$ cat src/rtl/rom_arbiter_2p.sv
// Two-port fixed-priority arbiter in front of a registered image ROM.
// Port 0 wins by default; port 1 overrides after MAX_WAIT consecutive denials.
module rom_arbiter_2p #(
  parameter int ADDR_W   = 12,
  parameter int DATA_W   = 12,
  parameter int ROM_LAT  = 1,
  parameter int MAX_WAIT = 4
) (
  input  logic              clk,
  input  logic              rst,
  input  logic              req0,
  input  logic [ADDR_W-1:0] addr0,
  output logic              gnt0,
  output logic              rvalid0,
  output logic [DATA_W-1:0] rdata0,
  input  logic              req1,
  input  logic [ADDR_W-1:0] addr1,
  output logic              gnt1,
  output logic              rvalid1,
  output logic [DATA_W-1:0] rdata1,
  output logic [ADDR_W-1:0] rom_addr,
  input  logic [DATA_W-1:0] rom_rgb
);

  logic [3:0]        wait_cnt;
  logic              override;
  logic              gnt_any;
  logic [ADDR_W-1:0] addr_q;
  logic [ROM_LAT:1]  vld_pipe;
  logic [ROM_LAT:1]  port_pipe;

  always_comb begin
    override = req1 && (wait_cnt == 4'(MAX_WAIT));
    gnt1     = !rst && req1 && (override || !req0);
    gnt0     = !rst && req0 && !gnt1;
    gnt_any  = gnt0 || gnt1;
    // Idle cycles replay the last granted address so the ROM bus stays quiet.
    if (rst)       rom_addr = '0;
    else if (gnt0) rom_addr = addr0;
    else if (gnt1) rom_addr = addr1;
    else           rom_addr = addr_q;
  end

  always_ff @(posedge clk) begin
    if (rst) begin
      wait_cnt  <= '0;
      addr_q    <= '0;
      vld_pipe  <= '0;
      port_pipe <= '0;
      rvalid0   <= 1'b0;
      rvalid1   <= 1'b0;
      rdata0    <= '0;
      rdata1    <= '0;
    end else begin
      if (gnt1 || !req1)
        wait_cnt <= '0;
      else if (gnt0 && wait_cnt < 4'(MAX_WAIT))
        wait_cnt <= wait_cnt + 4'd1;

      if (gnt_any) addr_q <= rom_addr;

      // Tag i travels alongside the ROM read issued i cycles ago.
      for (int i = ROM_LAT; i > 1; i--) begin
        vld_pipe[i]  <= vld_pipe[i-1];
        port_pipe[i] <= port_pipe[i-1];
      end
      vld_pipe[1]  <= gnt_any;
      port_pipe[1] <= gnt1;

      rvalid0 <= vld_pipe[ROM_LAT] && !port_pipe[ROM_LAT];
      rvalid1 <= vld_pipe[ROM_LAT] &&  port_pipe[ROM_LAT];
      if (vld_pipe[ROM_LAT] && !port_pipe[ROM_LAT]) rdata0 <= rom_rgb;
      if (vld_pipe[ROM_LAT] &&  port_pipe[ROM_LAT]) rdata1 <= rom_rgb;
    end
  end

endmodule
$ cat config.mk
export PLATFORM = sky130hd
export DESIGN_NAME = rom_arbiter_2p
export DESIGN_NICKNAME = d
export VERILOG_FILES = /design/src/rtl/rom_arbiter_2p.sv
export SDC_FILE = /design/constraint.sdc
export NUM_CORES = 1
export LEC_CHECK = 0
export ABC_AREA = 1
export CAP_MARGIN = 15
export CORE_ASPECT_RATIO = 1.1
export CORE_MARGIN = 2
export CORE_UTILIZATION = 40
export CTS_BUF_LIST = sky130_fd_sc_hd__clkbuf_4 sky130_fd_sc_hd__clkbuf_8
export CTS_CLUSTER_SIZE = 14
export DETAILED_ROUTE_END_ITERATION = 10
export GPL_TIMING_DRIVEN = 0
export PLACE_DENSITY = 0.78
export SLEW_MARGIN = 15
export SYNTH_ARGS = -nofsm -noshare
export SYNTH_HDL_FRONTEND = slang
export SYNTH_SLANG_ARGS = --single-unit
$ cat constraint.sdc
create_clock -name clk -period 1.35 [get_ports clk]
set_clock_uncertainty 0.15 [all_clocks]
set_input_delay 0.135 -clock clk [delete_from_list [all_inputs] [get_ports clk]]
set_output_delay 0.135 -clock clk [all_outputs]
set_load 0.05 [all_outputs]
[Word level (Yosys, flattened, before mapping)]
Index checks and enable logic that the tools add are counted.
Widths: inputs -> output; s select.
Cells by class
  multiplexer cells: 3
  $lt $le $gt $ge: 1
  add/subtract/negate cells: 1
  reductions and logical operators: 17
  equality and inequality tests: 1
Operators by type and width (number)
  $mux 12: 3
  $logic_and 1x1->1: 8
  $logic_not 1->1: 5
  $add 4x1->4 const B: 1
  $eq 4x3->1 const B: 1
  $lt 4x3->1 const B: 1
  $logic_or 1x1->1: 3
  $reduce_or 2->1: 1
Word-level totals
  input port bits: 40
  register bits after elaboration: 44

[Longest topological paths before layout]
Gate-level depths: netlist (run 1).
  depth in word-level cells: 8
  depth in mapped cells: 9
  mapped depth without buffers: 8

[Worst setup path before layout (run 1)]
OpenSTA, ideal clock, no wires.
  kind: reg2out
  start point: reg wait_cnt[0]
  end point: out gnt0
  data arrival time: 1902 ps
  slack: -837 ps
  required time: 1065 ps
  path buffers: 1
  stages on the path, launching flop included: 9
  cell sequence: dfxtp_1 -> inv_1 -> ha_1 -> nand3_2 -> nand2_2 -> nand2_4 -> buf_6 -> inv_1 -> nor2_1
Between the ends
  longest elaborated chain between the ends: 6
RTL lines
  start, declared: RTL line 25  | logic [3:0] wait_cnt;
  start signal, assigned: RTL line 58  | wait_cnt <= wait_cnt + 4'd1;
  $eq 4x3->1: RTL line 33  | override = req1 && (wait_cnt == 4'(MAX_WAIT));
  $logic_and 1x1->1: RTL line 33
  $logic_or 1x1->1: RTL line 34  | gnt1 = !rst && req1 && (override || !req0);
  $logic_and 1x1->1: RTL line 34
  via gnt1: RTL line 18  | output logic gnt1,
  $logic_not 1->1: RTL line 35  | gnt0 = !rst && req0 && !gnt1;
  $logic_and 1x1->1: RTL line 35
  end, declared: RTL line 13  | output logic gnt0,
The timed path passes the listed nets, and every way through them passes these cells.

[Worst setup path in the final report (run 1)]
  start point: reg wait_cnt[1]
  end point: out rom_addr[4]
Between the ends
  longest elaborated chain between the ends: 8
RTL lines
  $eq 4x3->1 (*): RTL line 33
  $logic_and 1x1->1 (*): RTL line 33
  $logic_or 1x1->1 (*): RTL line 34
  $logic_and 1x1->1 (*): RTL line 34
  $logic_not 1->1: RTL line 35
  $logic_and 1x1->1: RTL line 35
  $mux 12 (*): RTL line 39  | else if (gnt0) rom_addr = addr0;
  $mux 12 (*): RTL line 38  | if (rst) rom_addr = '0;
  end, declared: RTL line 21  | output logic [ADDR_W-1:0] rom_addr,
Mark *: on every way between the ends. The rest lies on a longest branch, timed or not.

==> results of run 1 <==
==> cell type report <==
type / instances / area (um^2)
Tap cell: 56 / 70.1
Buffer: 13 / 123
Timing Repair Buffer: 95 / 1020
Fill cell: 329 / 1130
Clock inverter: 2 / 38.8
Inverter: 24 / 109
Multi-Input combinational cell: 168 / 1260
Clock buffer: 6 / 82.6
Sequential cell: 44 / 883
==> kinds of logic (layout without fill, tap and decap cells) <==
kind of cell               count (synthesis)  in the layout
and+or+nand+nor                          115            115
adders and majority gates                  2              2
xor gates and xnor gates                   1              1
DFF                                       44             44
AOI/OAI and AO/OA                         50             50
buffers and inverters                     39            140
==> what timing repair did <==
item | in CTS | in global routing
hold endpoints to repair | 6 | 0
resized for setup | 203 | 41
setup buffers | 5 | 8
hold buffers | 2 | 0
pin swaps | 2 | 17
setup endpoints to repair | 62 | 49
cloned | 1 | 1
==> through the flow <==
| step | power, uW | cell area (um^2) |
|---|---|---|
| CTS | 3390 | 3360 |
| global route | 3570 | 3590 |
| detailed placement | 2280 | 3020 |
| global placement | 2270 | 3020 |
| floorplan | 1960 | 2170 |
| finish | 3450 | 3590 |
==> state kept, by name, summed over array words and instances, names as in the netlist <==
signal,cells
rvalid1,1
wait_cnt,4
port_pipe,1
vld_pipe,1
rvalid0,1
addr_q,12
rdata0,12
rdata1,12
==> where the power goes <==
group          internal, uW  switching, uW
combinational           385            586
clock                   606            476
sequential             1370           30.8
total                  2360           1090
==> critical path: stages (launching register included) <==
cell and delay [ps]:
dfxtp_2 340, inv_2 80, ha_4 140, nand3_4 90, nand2_8 130, clkbuf_16 160, nand3_2 70, nand2_2 70
inv_2 60, a21oi_4 150, buf_6 180
==> placed cells by master, fill, tap and decap left out, types with 4 or more instances in the layout <==
master,netlist,layout
buf_6,4,22
nand2_1,15,6
dfxtp_1,44,42
nand2_2,1,9
a21oi_2,0,9
a21oi_1,26,5
clkbuf_1,8,4
nor2_1,56,54
nand3_4,0,14
buf_4,2,9
clkdlybuf4s15_2,0,25
inv_2,4,18
clkdlybuf4s50_1,0,37
o21ai_0,24,24
a21oi_4,0,12
nand3_2,19,10
clkbuf_8,0,6
nand3_1,20,15
==> path summary, 6_finish.rpt <==
path	from	endpoint	slack, ps	cells after the start
worst min register to register	rdata1[1]	rdata1[1]	340	2
worst max-delay path	wait_cnt[1]	rom_addr[4]	-700	10
worst min-delay path	rst	rdata0[8]	6	4
worst max register to register	wait_cnt[1]	addr_q[11]	-200	10
==> per-layer routing <==
| metal | vias up | GRT usage (%) | wire [um] |
|---|---|---|---|
| li1 | 1023 | - | - |
| met1 | 925 | 23.4 | 2390 |
| met2 | 84 | 35.0 | 3050 |
| met3 | 15 | 5.91 | 466 |
| met4 | 0 | 5.28 | 114 |
| met5 | - | 0 | 0 |
==> impl_metrics.env, run 1 <==
export IMPL_synth_commonest_cells="nor2_1 (56), dfxtp_1 (44), a21oi_1 (26)"
export IMPL_synth_warnings=0
export IMPL_leakage_uw=0.00136
export IMPL_tightest_slew_ps=1130
export IMPL_cts_buffers=5
export IMPL_row_count=26
export IMPL_max_vdd_ir_drop_v=0.000555
export IMPL_synth_ff_type="dfxtp_1"
export IMPL_hold_ws_ps=6.14
export IMPL_grt_pass1_vias=1959
export IMPL_core_um2=4720
export IMPL_dp_worst_setup_slack_ps=-1220
export IMPL_io_buffer_count=78
export IMPL_status="finished with violations"
export IMPL_start_util_pct=42.2
export IMPL_avgSynthCellArea_um2=7.94
export IMPL_vias=2047
export IMPL_clkLatencyLatePin_ps=300
export IMPL_grt_max_degree=15
export IMPL_netlist_instances=251
export IMPL_synth_most_common_cell="nor2_1"
export IMPL_gr_total_overflow=0
export IMPL_fin_crit_sh_pct=152
export IMPL_fp_dieW_um=71.3
export IMPL_yosysTopAreaCell="dfxtp_1"
export IMPL_finalWorstSetupSlack_ps=-698
export IMPL_ys_seq_area_share_pct=44.2
export IMPL_grt_antenna_before_repair=0
export IMPL_drive_gt1_share_pct=44.6
export IMPL_arrival_ps=1760
export IMPL_root_buffer="clkbuf_8"
export IMPL_max_freq_mhz=488
export IMPL_async_reset_ff_share_pct=0
export IMPL_violations="setup timing"
export IMPL_max_slew_margin_pct=24.9
export IMPL_hold_class="primary input to register"
export IMPL_cts_tree="yes"
export IMPL_antenna_left=0
export IMPL_rsz0062_at_grt="true"
export IMPL_startpoint_type="register"
export IMPL_synth_compound_area_share_pct=12.6
export IMPL_ys_top_cells_by_area="dfxtp_1 (44%), nor2_1 (11%), nand3_2 (9.5%)"
export IMPL_final_core_util_pct=76.1
export IMPL_layout_nets=393
export IMPL_finalHoldViolCount=0
export IMPL_synth_top_area_share_pct=44.2
export IMPL_yosys_register_bits=44
export IMPL_synth_top_family_by_area="simple AND/OR/NAND/NOR gates"
export IMPL_cts_buffer_depth=2
export IMPL_synth_area_um2=1990
export IMPL_synth_fa_ha_area_share_pct=1.26
export IMPL_clk_pin_slew_worst_paths_ps=80
export IMPL_setup_viol=27
export IMPL_gp_congestion=0.776
export IMPL_synth_simple_area_share_pct=30.7
export IMPL_crit_type="register to primary output"
export IMPL_synth_cell_type_count=20
export IMPL_tns_ps=-10700
export IMPL_dp_cells=385
export IMPL_synthMuxAreaShare_pct=0
export IMPL_clock_sinks=44
export IMPL_htree_levels=2
export IMPL_wl_per_cell_um=14.7
export IMPL_synthXorXnorAreaFrac_pct=0.440
export IMPL_drt_pass1_iterations=4
export IMPL_area_growth_pct=80.2
export IMPL_io_pins=80
export IMPL_maxCapViolations=0
export IMPL_dp_hpwl_um=3590
export IMPL_slew_viol_final=0
export IMPL_grt_use_total_pct=19.9
export IMPL_drt_iter0_markers=90
export IMPL_instances_no_fill=408
export IMPL_syn_nets=293
export IMPL_grt_pass1_wl_um=8960
export IMPL_path_max_fanout=5
export IMPL_critPathCaptureType="primary output"
export IMPL_vias_per_cell=5.02
export IMPL_min_period_ps=2050
export IMPL_postRouteWirelength_um=6010
export IMPL_die_area_um2=5560
export IMPL_power_density_nw_per_um2=962
export IMPL_n_antenna_cell=0
export IMPL_fp_dieH_um=78.0
export IMPL_synth_edf_count=0
export IMPL_drc=0
export IMPL_required_ps=1070
(Power assumes the default switching activity.)
==> inputs of run 2 (changes only) <==
--- a/config.mk
+++ b/config.mk
@@ -5,16 +5,15 @@
 export SDC_FILE = /design/constraint.sdc
 export NUM_CORES = 1
 export LEC_CHECK = 0
-export ABC_AREA = 1
 export CAP_MARGIN = 15
 export CORE_ASPECT_RATIO = 1.1
 export CORE_MARGIN = 2
-export CORE_UTILIZATION = 40
+export CORE_UTILIZATION = 46
 export CTS_BUF_LIST = sky130_fd_sc_hd__clkbuf_4 sky130_fd_sc_hd__clkbuf_8
 export CTS_CLUSTER_SIZE = 14
 export DETAILED_ROUTE_END_ITERATION = 10
 export GPL_TIMING_DRIVEN = 0
-export PLACE_DENSITY = 0.78
+export PLACE_DENSITY = 0.87
 export SLEW_MARGIN = 15
 export SYNTH_ARGS = -nofsm -noshare
 export SYNTH_HDL_FRONTEND = slang
==> constraint.sdc (replaced) <==
create_clock -name clk -period 2.56 [get_ports clk]
set_clock_uncertainty 0.15 [all_clocks]
set_input_delay 0.256 -clock clk [delete_from_list [all_inputs] [get_ports clk]]
set_output_delay 0.256 -clock clk [all_outputs]
set_load 0.05 [all_outputs]
==> run 2 against run 1 <==
Effect of this change: the flow now finishes without violations; flip-flop and latch count stayed put; hold slack better by 46 ps; synthesized cell count is 16% lower; cell count is 15% lower; core utilization is 1.4 points lower; via count is 9.7% lower; sequential share of layout area is 7.4 points higher; non-clock buffer count is 15 lower; sequential power is 48% lower; synthesized area is 10% lower; wire length is 18% lower; clock power is 51% lower; largest power group unchanged.
==> impl_metrics.env, run 2 <==
export IMPL_status="completed"
export IMPL_wl_per_cell_um=14.2
export IMPL_vias_per_cell=5.34
export IMPL_clkLatencyLatePin_ps=290
export IMPL_setup_viol=0
export IMPL_drive_gt1_share_pct=13.5
export IMPL_root_buffer="clkbuf_8"
export IMPL_grt_max_degree=14
export IMPL_io_buffer_count=78
export IMPL_clk_pin_slew_worst_paths_ps=80
export IMPL_ys_seq_area_share_pct=49.2
export IMPL_tightest_slew_ps=520
export IMPL_max_stage_delay_ps=560
export IMPL_synth_commonest_cells="nand2_1 (50), a21oi_1 (48), dfxtp_1 (44)"
export IMPL_required_ps=2150
export IMPL_async_reset_ff_share_pct=0
export IMPL_htree_levels=2
export IMPL_synth_cell_type_count=24
export IMPL_max_slew_margin_pct=65.3
export IMPL_synth_warnings=0
export IMPL_placed_area_um2=2640
export IMPL_cp_top_family="buffers and inverters"
export IMPL_drt_iter0_markers=155
export IMPL_yosysTopAreaCell="dfxtp_1"
export IMPL_drc=0
export IMPL_gp_congestion=0.808
export IMPL_arrival_ps=2100
export IMPL_finalHoldViolCount=0
export IMPL_synth_area_um2=1790
export IMPL_vias=1849
export IMPL_instances_no_fill=346
export IMPL_hold_class="primary input to register"
export IMPL_register_area_um2=881
export IMPL_core_um2=3680
export IMPL_clock_sinks=44
export IMPL_n_antenna_cell=0
export IMPL_layout_commonest_cell="clkdlybuf4s50_1"
export IMPL_layout_common_cells="clkdlybuf4s50_1 (64), nand2_1 (50), a21oi_1 (48)"
export IMPL_multi_input_area_um2=816
export IMPL_max_vdd_ir_drop_v=0.000362
export IMPL_hold_buffers=0
export IMPL_dp_hpwl_um=3630
export IMPL_avgSynthCellArea_um2=8.53
export IMPL_io_pins=80
export IMPL_fin_crit_sh_pct=97.9
export IMPL_rsz0062_at_grt="false"
export IMPL_synth_edf_count=0
export IMPL_area_growth_pct=53.4
export IMPL_grt_pass1_wl_um=8210
export IMPL_crit_type="primary input to primary output"
export IMPL_grt_use_total_pct=23.3
export IMPL_grt_pass1_vias=1860
export IMPL_power_density_nw_per_um2=582
export IMPL_row_count=23
export IMPL_min_period_ps=2510
export IMPL_antenna_left=0
export IMPL_fillers=310
export IMPL_hold_ws_ps=52.3
export IMPL_synth_top_area_share_pct=49.2
export IMPL_slew_viol_final=0
export IMPL_crit_slowest_cell="clkdlybuf4s50_1"
export IMPL_worstPathCellList="clkdlybuf4s50_1, o21bai_2, buf_2, a32oi_1, a21oi_1, clkdlybuf4s15_2"
export IMPL_syn_nets=252
export IMPL_path_max_fanout=10
export IMPL_max_freq_mhz=399
export IMPL_top_regs="addr_q (12), rdata0 (12), rdata1 (12)"
export IMPL_drt_pass1_iterations=5
export IMPL_final_area_um2=2750
export IMPL_grt_antenna_before_repair=0
export IMPL_layout_nets=337
export IMPL_cts_buffers=5
export IMPL_synth_ff_type="dfxtp_1"
export IMPL_tns_ps=0
export IMPL_cts_buffer_depth=2
export IMPL_cts_tree="yes"
export IMPL_start_util_pct=48.6
export IMPL_ys_top_cells_by_area="dfxtp_1 (49%), a21oi_1 (13%), nand2_1 (10%)"
export IMPL_dp_cells=338
export IMPL_maxCapViolations=0
export IMPL_synth_most_common_cell="nand2_1"
export IMPL_leakage_uw=0.000994
export IMPL_startpoint_type="primary input"
export IMPL_netlist_instances=210
export IMPL_gr_total_overflow=0
export IMPL_fp_dieW_um=63.5
export IMPL_postRouteWirelength_um=4910
export IMPL_crit_buf_inv=3
export IMPL_fp_dieH_um=69.5
export IMPL_yosys_register_bits=44
export IMPL_die_area_um2=4410
export IMPL_critPathCaptureType="primary output"
==> run 2: changes by cell type after synthesis, moves of 3 or more <==
cell / previous run / this run
inv_2: 4 / 0
o21ai_0: 24 / 3
buf_2: 0 / 4
o21ai_2: 0 / 9
nor2b_1: 0 / 3
nor2_1: 56 / 9
nand2_1: 15 / 50
a32oi_1: 0 / 12
nand3_2: 19 / 0
inv_1: 18 / 4
a21oi_1: 26 / 48
nand3_1: 20 / 0
==> run 2: final cells by class <==
type,count,area share (%)
inverter,4,0.546
multi-input combinational,147,29.7
clock buffer,6,2.78
clock inverter,2,1.27
sequential,44,32.0
timing repair buffer,78,28.3
tap,50,2.28
buffer,15,3.10
==> run 2: kinds of logic (layout without fill, tap and decap cells) <==
kind of cell,count (synthesis),in the layout,synth area share (%)
compound gates,75,75,25.7
mux,1,1,0.559
xor+xnor,1,1,0.489
flops,44,44,49.2
fa+ha+maj,2,2,1.40
simple gates,68,68,17.2
buf+inv,19,105,5.52
==> run 2: per-stage QoR <==
stage	setup slack [ps]	util, %	total power (uW)
3_5_place_dp	-427	71.5	1090
4_1_cts	43.0	74.9	1610
6_report	54.8	74.6	1600
2_1_floorplan	346	-	943
3_3_place_gp	-369	71.5	1090
5_1_grt	10.5	74.6	1670
==> run 2: power breakdown <==
group	internal, uW	switching (uW)	total (uW)
Combinational	135	207	343
Sequential	716	12.8	728
Clock	300	229	529
==> run 2: path summary, 6_finish.rpt <==
check	from	to	slack [ps]	cells past startpoint
max	req0	rom_addr[0]	50	6
min	rst	addr_q[0]	50	2
max reg2reg	wait_cnt[0]	addr_q[3]	910	6
min reg2reg	rdata1[3]	rdata1[3]	310	2
==> run 2: what timing repair did <==
action / in CTS / in global routing
gates cloned: 0 / 0
setup endpoints to repair: 14 / 11
buffers inserted: 0 / 0
gates resized for setup: 35 / 6
==> run 2: routing by layer <==
metal	global-route usage, %	wire (um)	vias to the layer above
met4	8.45	61	0
met3	7.31	408	7
met2	41.2	2480	80
li1	-	-	899
met5	0	0	-
met1	26.0	1960	863
